**src/rtl/keypad_pkg.sv**
```systemverilog
// Shared types and constants for the keypad event controller: FSM encoding,
// event layout and one-hot decode helpers.
package keypad_pkg;

  localparam int unsigned KEY_CODE_W = 4;
  localparam logic [KEY_CODE_W-1:0] NO_KEY = 4'b0000;
  localparam int unsigned EVT_W = KEY_CODE_W + 1;

  typedef enum logic [1:0] {
    IDLE         = 2'd0,
    HELD         = 2'd1,
    REPEAT       = 2'd2,
    RELEASE_WAIT = 2'd3
  } kp_state_e;

  typedef struct packed {
    logic [KEY_CODE_W-1:0] code;
    logic                  rpt;
  } key_event_t;

  function automatic logic is_onehot4(input logic [3:0] v);
    return (v != 4'b0000) && ((v & (v - 4'd1)) == 4'b0000);
  endfunction

  // Only meaningful when v is one-hot; the highest set bit wins otherwise.
  function automatic logic [1:0] onehot4_idx(input logic [3:0] v);
    logic [1:0] idx;
    idx = '0;
    for (int unsigned i = 0; i < 4; i++) begin
      if (v[i]) idx = i[1:0];
    end
    return idx;
  endfunction

endpackage

```
**src/rtl/key_event_fifo.sv**
```systemverilog
// First-word-fall-through event queue with full/empty flags and
// simultaneous push/pop; a push into a full queue only lands alongside a pop.
module key_event_fifo #(
  parameter int unsigned WIDTH = 5,
  parameter int unsigned DEPTH = 4
) (
  input  logic             clk,
  input  logic             rst_n,
  input  logic             push_i,
  input  logic [WIDTH-1:0] wdata_i,
  input  logic             pop_i,
  output logic [WIDTH-1:0] rdata_o,
  output logic             full_o,
  output logic             empty_o
);

  localparam int unsigned AW = (DEPTH > 1) ? $clog2(DEPTH) : 1;
  localparam logic [AW:0] DEPTH_C = (AW + 1)'(DEPTH);

  logic [WIDTH-1:0] mem_q [DEPTH];
  logic [AW-1:0]    wptr_q, wptr_d;
  logic [AW-1:0]    rptr_q, rptr_d;
  logic [AW:0]      count_q, count_d;
  logic             push_ok, pop_ok;

  assign full_o  = (count_q == DEPTH_C);
  assign empty_o = (count_q == '0);
  assign rdata_o = mem_q[rptr_q];

  assign pop_ok  = pop_i & ~empty_o;
  assign push_ok = push_i & (~full_o | pop_ok);

  always_comb begin
    wptr_d  = wptr_q;
    rptr_d  = rptr_q;
    count_d = count_q;
    if (push_ok) wptr_d = wptr_q + AW'(1);
    if (pop_ok)  rptr_d = rptr_q + AW'(1);
    case ({push_ok, pop_ok})
      2'b10:   count_d = count_q + (AW + 1)'(1);
      2'b01:   count_d = count_q - (AW + 1)'(1);
      default: count_d = count_q;
    endcase
  end

  always_ff @(posedge clk or negedge rst_n) begin
    if (!rst_n) begin
      wptr_q  <= '0;
      rptr_q  <= '0;
      count_q <= '0;
    end else begin
      wptr_q  <= wptr_d;
      rptr_q  <= rptr_d;
      count_q <= count_d;
    end
  end

  always_ff @(posedge clk) begin
    if (push_ok) mem_q[wptr_q] <= wdata_i;
  end

endmodule

```
**src/rtl/keypad_event_controller.sv**
```systemverilog
// Turns the poller's held-key flag and one-hot row/column into queued key
// events, with optional auto-repeat and a sticky overflow flag.
module keypad_event_controller
  import keypad_pkg::*;
#(
  parameter logic [15:0] REPEAT_DELAY  = 16'd24000,
  parameter logic [15:0] REPEAT_PERIOD = 16'd6000,
  parameter int unsigned FIFO_DEPTH    = 4
) (
  input  logic                  clk,
  input  logic                  reset,
  input  logic                  key_pressed,
  input  logic [3:0]            row_in,
  input  logic [3:0]            col_in,
  input  logic                  repeat_en,
  input  logic                  key_ready,
  input  logic                  clear_overflow,
  output logic                  key_valid,
  output logic [KEY_CODE_W-1:0] key_code,
  output logic                  key_repeat,
  output logic                  overflow
);

  localparam logic [15:0] DELAY_LAST  = REPEAT_DELAY - 16'd1;
  localparam logic [15:0] PERIOD_LAST = REPEAT_PERIOD - 16'd1;

  kp_state_e             state_q, state_d;
  logic [15:0]           cnt_q, cnt_d;
  logic [KEY_CODE_W-1:0] code_q, code_d;
  logic                  kp_q;
  logic                  overflow_q, overflow_d;

  logic                  rise, key_ok;
  logic [KEY_CODE_W-1:0] new_code;
  logic                  wr_en;
  key_event_t            wr_evt, head_evt;
  logic                  fifo_full, fifo_empty;
  logic                  pop, drop;

  assign rise     = key_pressed & ~kp_q;
  assign key_ok   = is_onehot4(row_in) & is_onehot4(col_in);
  assign new_code = {onehot4_idx(row_in), onehot4_idx(col_in)};

  // A release in the same cycle as a timer expiry takes the release branch
  // first, so that repeat write never happens.
  always_comb begin
    state_d = state_q;
    cnt_d   = cnt_q;
    code_d  = code_q;
    wr_en   = 1'b0;
    wr_evt  = '{code: code_q, rpt: 1'b1};
    case (state_q)
      IDLE: begin
        if (rise) begin
          cnt_d = '0;
          if (key_ok) begin
            code_d  = new_code;
            wr_en   = 1'b1;
            wr_evt  = '{code: new_code, rpt: 1'b0};
            state_d = HELD;
          end else begin
            state_d = RELEASE_WAIT;
          end
        end
      end
      HELD: begin
        if (!key_pressed) begin
          cnt_d   = '0;
          state_d = IDLE;
        end else if (!repeat_en) begin
          cnt_d = '0;
        end else if (cnt_q == DELAY_LAST) begin
          wr_en   = 1'b1;
          cnt_d   = '0;
          state_d = REPEAT;
        end else begin
          cnt_d = cnt_q + 16'd1;
        end
      end
      REPEAT: begin
        if (!key_pressed) begin
          cnt_d   = '0;
          state_d = IDLE;
        end else if (!repeat_en) begin
          cnt_d   = '0;
          state_d = HELD;
        end else if (cnt_q == PERIOD_LAST) begin
          wr_en = 1'b1;
          cnt_d = '0;
        end else begin
          cnt_d = cnt_q + 16'd1;
        end
      end
      RELEASE_WAIT: begin
        if (!key_pressed) state_d = IDLE;
      end
      default: state_d = IDLE;
    endcase
  end

  assign pop  = key_valid & key_ready;
  assign drop = wr_en & fifo_full & ~pop;

  always_comb begin
    overflow_d = overflow_q;
    if (drop)                overflow_d = 1'b1;
    else if (clear_overflow) overflow_d = 1'b0;
  end

  always_ff @(posedge clk or negedge reset) begin
    if (!reset) begin
      state_q    <= IDLE;
      cnt_q      <= '0;
      code_q     <= NO_KEY;
      kp_q       <= 1'b0;
      overflow_q <= 1'b0;
    end else begin
      state_q    <= state_d;
      cnt_q      <= cnt_d;
      code_q     <= code_d;
      kp_q       <= key_pressed;
      overflow_q <= overflow_d;
    end
  end

  key_event_fifo #(
    .WIDTH (EVT_W),
    .DEPTH (FIFO_DEPTH)
  ) u_fifo (
    .clk     (clk),
    .rst_n   (reset),
    .push_i  (wr_en),
    .wdata_i (wr_evt),
    .pop_i   (pop),
    .rdata_o (head_evt),
    .full_o  (fifo_full),
    .empty_o (fifo_empty)
  );

  // Storage is not reset, so outputs are forced to NO_KEY while empty.
  assign key_valid  = ~fifo_empty;
  assign key_code   = fifo_empty ? NO_KEY : head_evt.code;
  assign key_repeat = fifo_empty ? 1'b0 : head_evt.rpt;
  assign overflow   = overflow_q;

endmodule

```
**config.mk**
```make
export PLATFORM = sky130hd
export DESIGN_NAME = keypad_event_controller
export DESIGN_NICKNAME = d
export VERILOG_FILES = /design/src/rtl/keypad_pkg.sv /design/src/rtl/key_event_fifo.sv /design/src/rtl/keypad_event_controller.sv
export SDC_FILE = /design/constraint.sdc
export NUM_CORES = 1
export LEC_CHECK = 0
export BUFFER_PORTS_ARGS = -buffer_cell sky130_fd_sc_hd__buf_2
export CAP_MARGIN = 5
export CELL_PAD_IN_SITES_DETAIL_PLACEMENT = 1
export CELL_PAD_IN_SITES_GLOBAL_PLACEMENT = 2
export CORE_ASPECT_RATIO = 0.5
export CORE_MARGIN = 1.5
export CORE_UTILIZATION = 40
export DETAILED_ROUTE_END_ITERATION = 6
export PLACE_DENSITY = 0.86
export RECOVER_POWER = 25
export SKIP_CTS_REPAIR_TIMING = 1
export SLEW_MARGIN = 20
export SYNTH_ARGS = -nofsm -noshare
export SYNTH_HDL_FRONTEND = slang
export SYNTH_SLANG_ARGS = --single-unit
```
**constraint.sdc**
```tcl
create_clock -name clk -period 3.9 [get_ports clk]
set_clock_uncertainty 0.15 [all_clocks]
set_input_delay 0.39 -clock clk [delete_from_list [all_inputs] [get_ports clk]]
set_output_delay 0.39 -clock clk [all_outputs]
set_load 0.02 [all_outputs]
```
==> out/metrics.yaml <==
synth:
  syn_nets: 280
  netlist_area_mm2: 0.00281
  synth_seq_area_share_pct: 49.0
  ys_ff_latch: 51
  synth-edff-count: 20
  async_reset_ff_share_pct: 60.8
  synth_area_per_cell_um2: 11.1
  netlist.area_leader.share_pct: 27.6
  netlist_top_cells_area: "dfrtp_1, edfxtp_1, ha_1"
  synth_most_common_cell: "dfrtp_1"
  yosysTopAreaCell: "dfrtp_1"
  synth_common_cells: "dfrtp_1, nor2_1, a21oi_1, edfxtp_1, nand2_1"
  synth_top_flop_cell: "dfrtp_1"
  syn_inst: 254
  synth_warnings: 0
  synth_cell_types: 60
worst_setup_path:
  slowest_stage: "or4_4"
  cp_max_fo: 13
  worstSetupStartpointType: "flop"
  crit_chain: "inv_1, ha_1, or4_4, a2111oi_4, or2_4, nor2_1, fa_1, or4_1, o32a_1, nand3_1"
  critical_path.endpoint_type: "flop"
  path_buf_inv: 1
  critPathRequiredTime_ps: 3980
  crit_family: "simple AND/OR/NAND/NOR gates"
  crit_type: "flop to flop"
  cpPeakStageDelay_ps: 560
  crit_arrival_ps: 3650
power_and_ir_drop:
  ir_drop_uv: 227
  p_leak_nw: 1.24
  power_mw: 1.82
  power.density_mw_per_mm2: 584
global_route:
  grt_antenna_before_repair: 0
  grt_max_degree: 32
  grt_overflow: 0
  track_usage_pct: 17.9
  grt_pass1_vias: 2200
  grt_pass1_wl_um: 10600
die:
  ios: 21
  die_w_um: 122
  core.rowCount: 21
  die-area_mm2: 0.00757
  die_h_um: 62.3
  initial_utilization_pct: 41.8
  fp.coreArea_mm2: 0.00673
timing:
  slew-limit-headroom_pct: -23.7
  fmax_mhz: 280
  layout_min_cycle_time_ps: 3580
  setup_violations: 0
  drv_slew: 32
  final-hold-violation-count: 0
  worstMarginPinSlew_ps: 1860
  worst_slack_ps: 324
  grt_setup_unrepaired: "false"
  setup_tns_ps: 0
  fin_crit_sh_pct: 91.7
cts:
  cts.sinks: 51
  cts_tree: "yes"
  clock_latency_ps: 290
  htree_levels: 2
  path_clk_slew_ps: 70
  cts_root_buffer: "clkbuf_16"
  cts_buffers: 5
  cts_buffer_depth: 2
status:
  violations: "capacitance limit, slew limit"
  status: "finished, violations left"
worst_hold_path:
  hp-class: "input pin to flop"
route:
  wl_um: 6070
  vias: 1985
  firstDrtPassIters: 4
  viasPerCell: 5.42
  drtIter0Drc: 65
  antenna_left: 0
  wire_per_inst_um: 16.6
  drc: 0
placement:
  dp_cells: 358
  routabilityCongestion: 0.750
  post-place-ws_ps: 328
  io_buffers: 20
  dpl_cell_area_mm2: 0.00298
  hpwl_um: 4510
cells_and_area:
  diodes: 0
  syn_to_final_growth_pct: 11.1
  design_area_mm2: 0.00312
  layout.cells.non_filler: 366
  layout.nets: 299
  drive_above_1_share_pct: 17.5
job:
  maxCapViolCount: 1
## power by group
part	switching, mW	total [mW]	internal (mW)
Clock	0.197	0.434	0.237
Combinational	0.390	0.654	0.264
Sequential	0.0929	0.738	0.645
Total	0.679	1.82	1.15
## routing by layer
layer	vias to the layer above	wire length (um)	track usage (%)
met1	1004	2830	22.4
met4	0	52	4.85
met5	-	0	0
li1	957	-	-
met3	5	111	3.58
met2	19	3080	31.7
## path summary, 6_finish.rpt
path,start,end,slack (ps),cells past startpoint
max,state_q[0],u_fifo.count_q[2],320,10
min,clear_overflow,overflow,140,2
max reg2reg,state_q[0],u_fifo.count_q[2],320,10
min reg2reg,code_q[0],code_q[0],370,2
max in group asynchronous,reset,u_fifo.rptr_q[1],2080,1
min in group asynchronous,reset,cnt_q[0],440,1
## worst reg2reg max path, delay by kind of cell (launching register included)
| kind | cells | cell delay, ps |
|---|---|---|
| DFF | 1 | 400 |
| and+or+nand+nor | 5 | 1570 |
| adders and majority gates | 2 | 660 |
| buffers and inverters | 1 | 110 |
| AOI/OAI and AO/OA | 2 | 640 |
## layout by cell type, fill, tap and decap left out, types with 5 or more instances in the layout
cell       instances
xor2_1             9
inv_1             13
nand2_1           15
clkbuf_16          5
o21ai_0            9
and2_1             5
a21oi_1           20
mux4_2             5
ha_1              11
buf_2             18
and3_1             6
edfxtp_1          20
xnor2_1            6
dfrtp_1           31
nand3_1           12
nor2_1            27
## kinds of logic after synthesis
family / after synthesis / synth area share, %
buffers and inverters: 22 / 3.61
muxes: 9 / 5.65
xor gates and xnor gates: 15 / 4.68
AOI/OAI and AO/OA: 48 / 12.4
adders and majority gates: 12 / 5.61
DFF: 51 / 49.0
and+or+nand+nor: 97 / 19.1
## through the flow
stage                     hold WS [ps]  util, %
after CTS                         43.1     46.5
after floorplan                  -55.6        -
after global placement             343     44.3
after detailed placement           357     44.3
final                              141     46.4
after global routing               146     46.4
## state kept, by name, summed over array words and instances, names as in the netlist
signal / cells
cnt_q: 16
code_q: 4
kp_q: 1
overflow: 1
state_q: 2
u_fifo.count_q: 3
u_fifo.mem_q: 20
u_fifo.rptr_q: 2
u_fifo.wptr_q: 2
## layout make-up
cell class / instances / area, um^2
clock inverter: 3 / 20.0
clock buffer: 5 / 125
tap: 92 / 115
timing repair buffer: 21 / 105
sequential: 51 / 1380
inverter: 13 / 48.8
fill: 770 / 3600
multi-input combinational: 181 / 1330
Power figures use the tool's default switching activity.
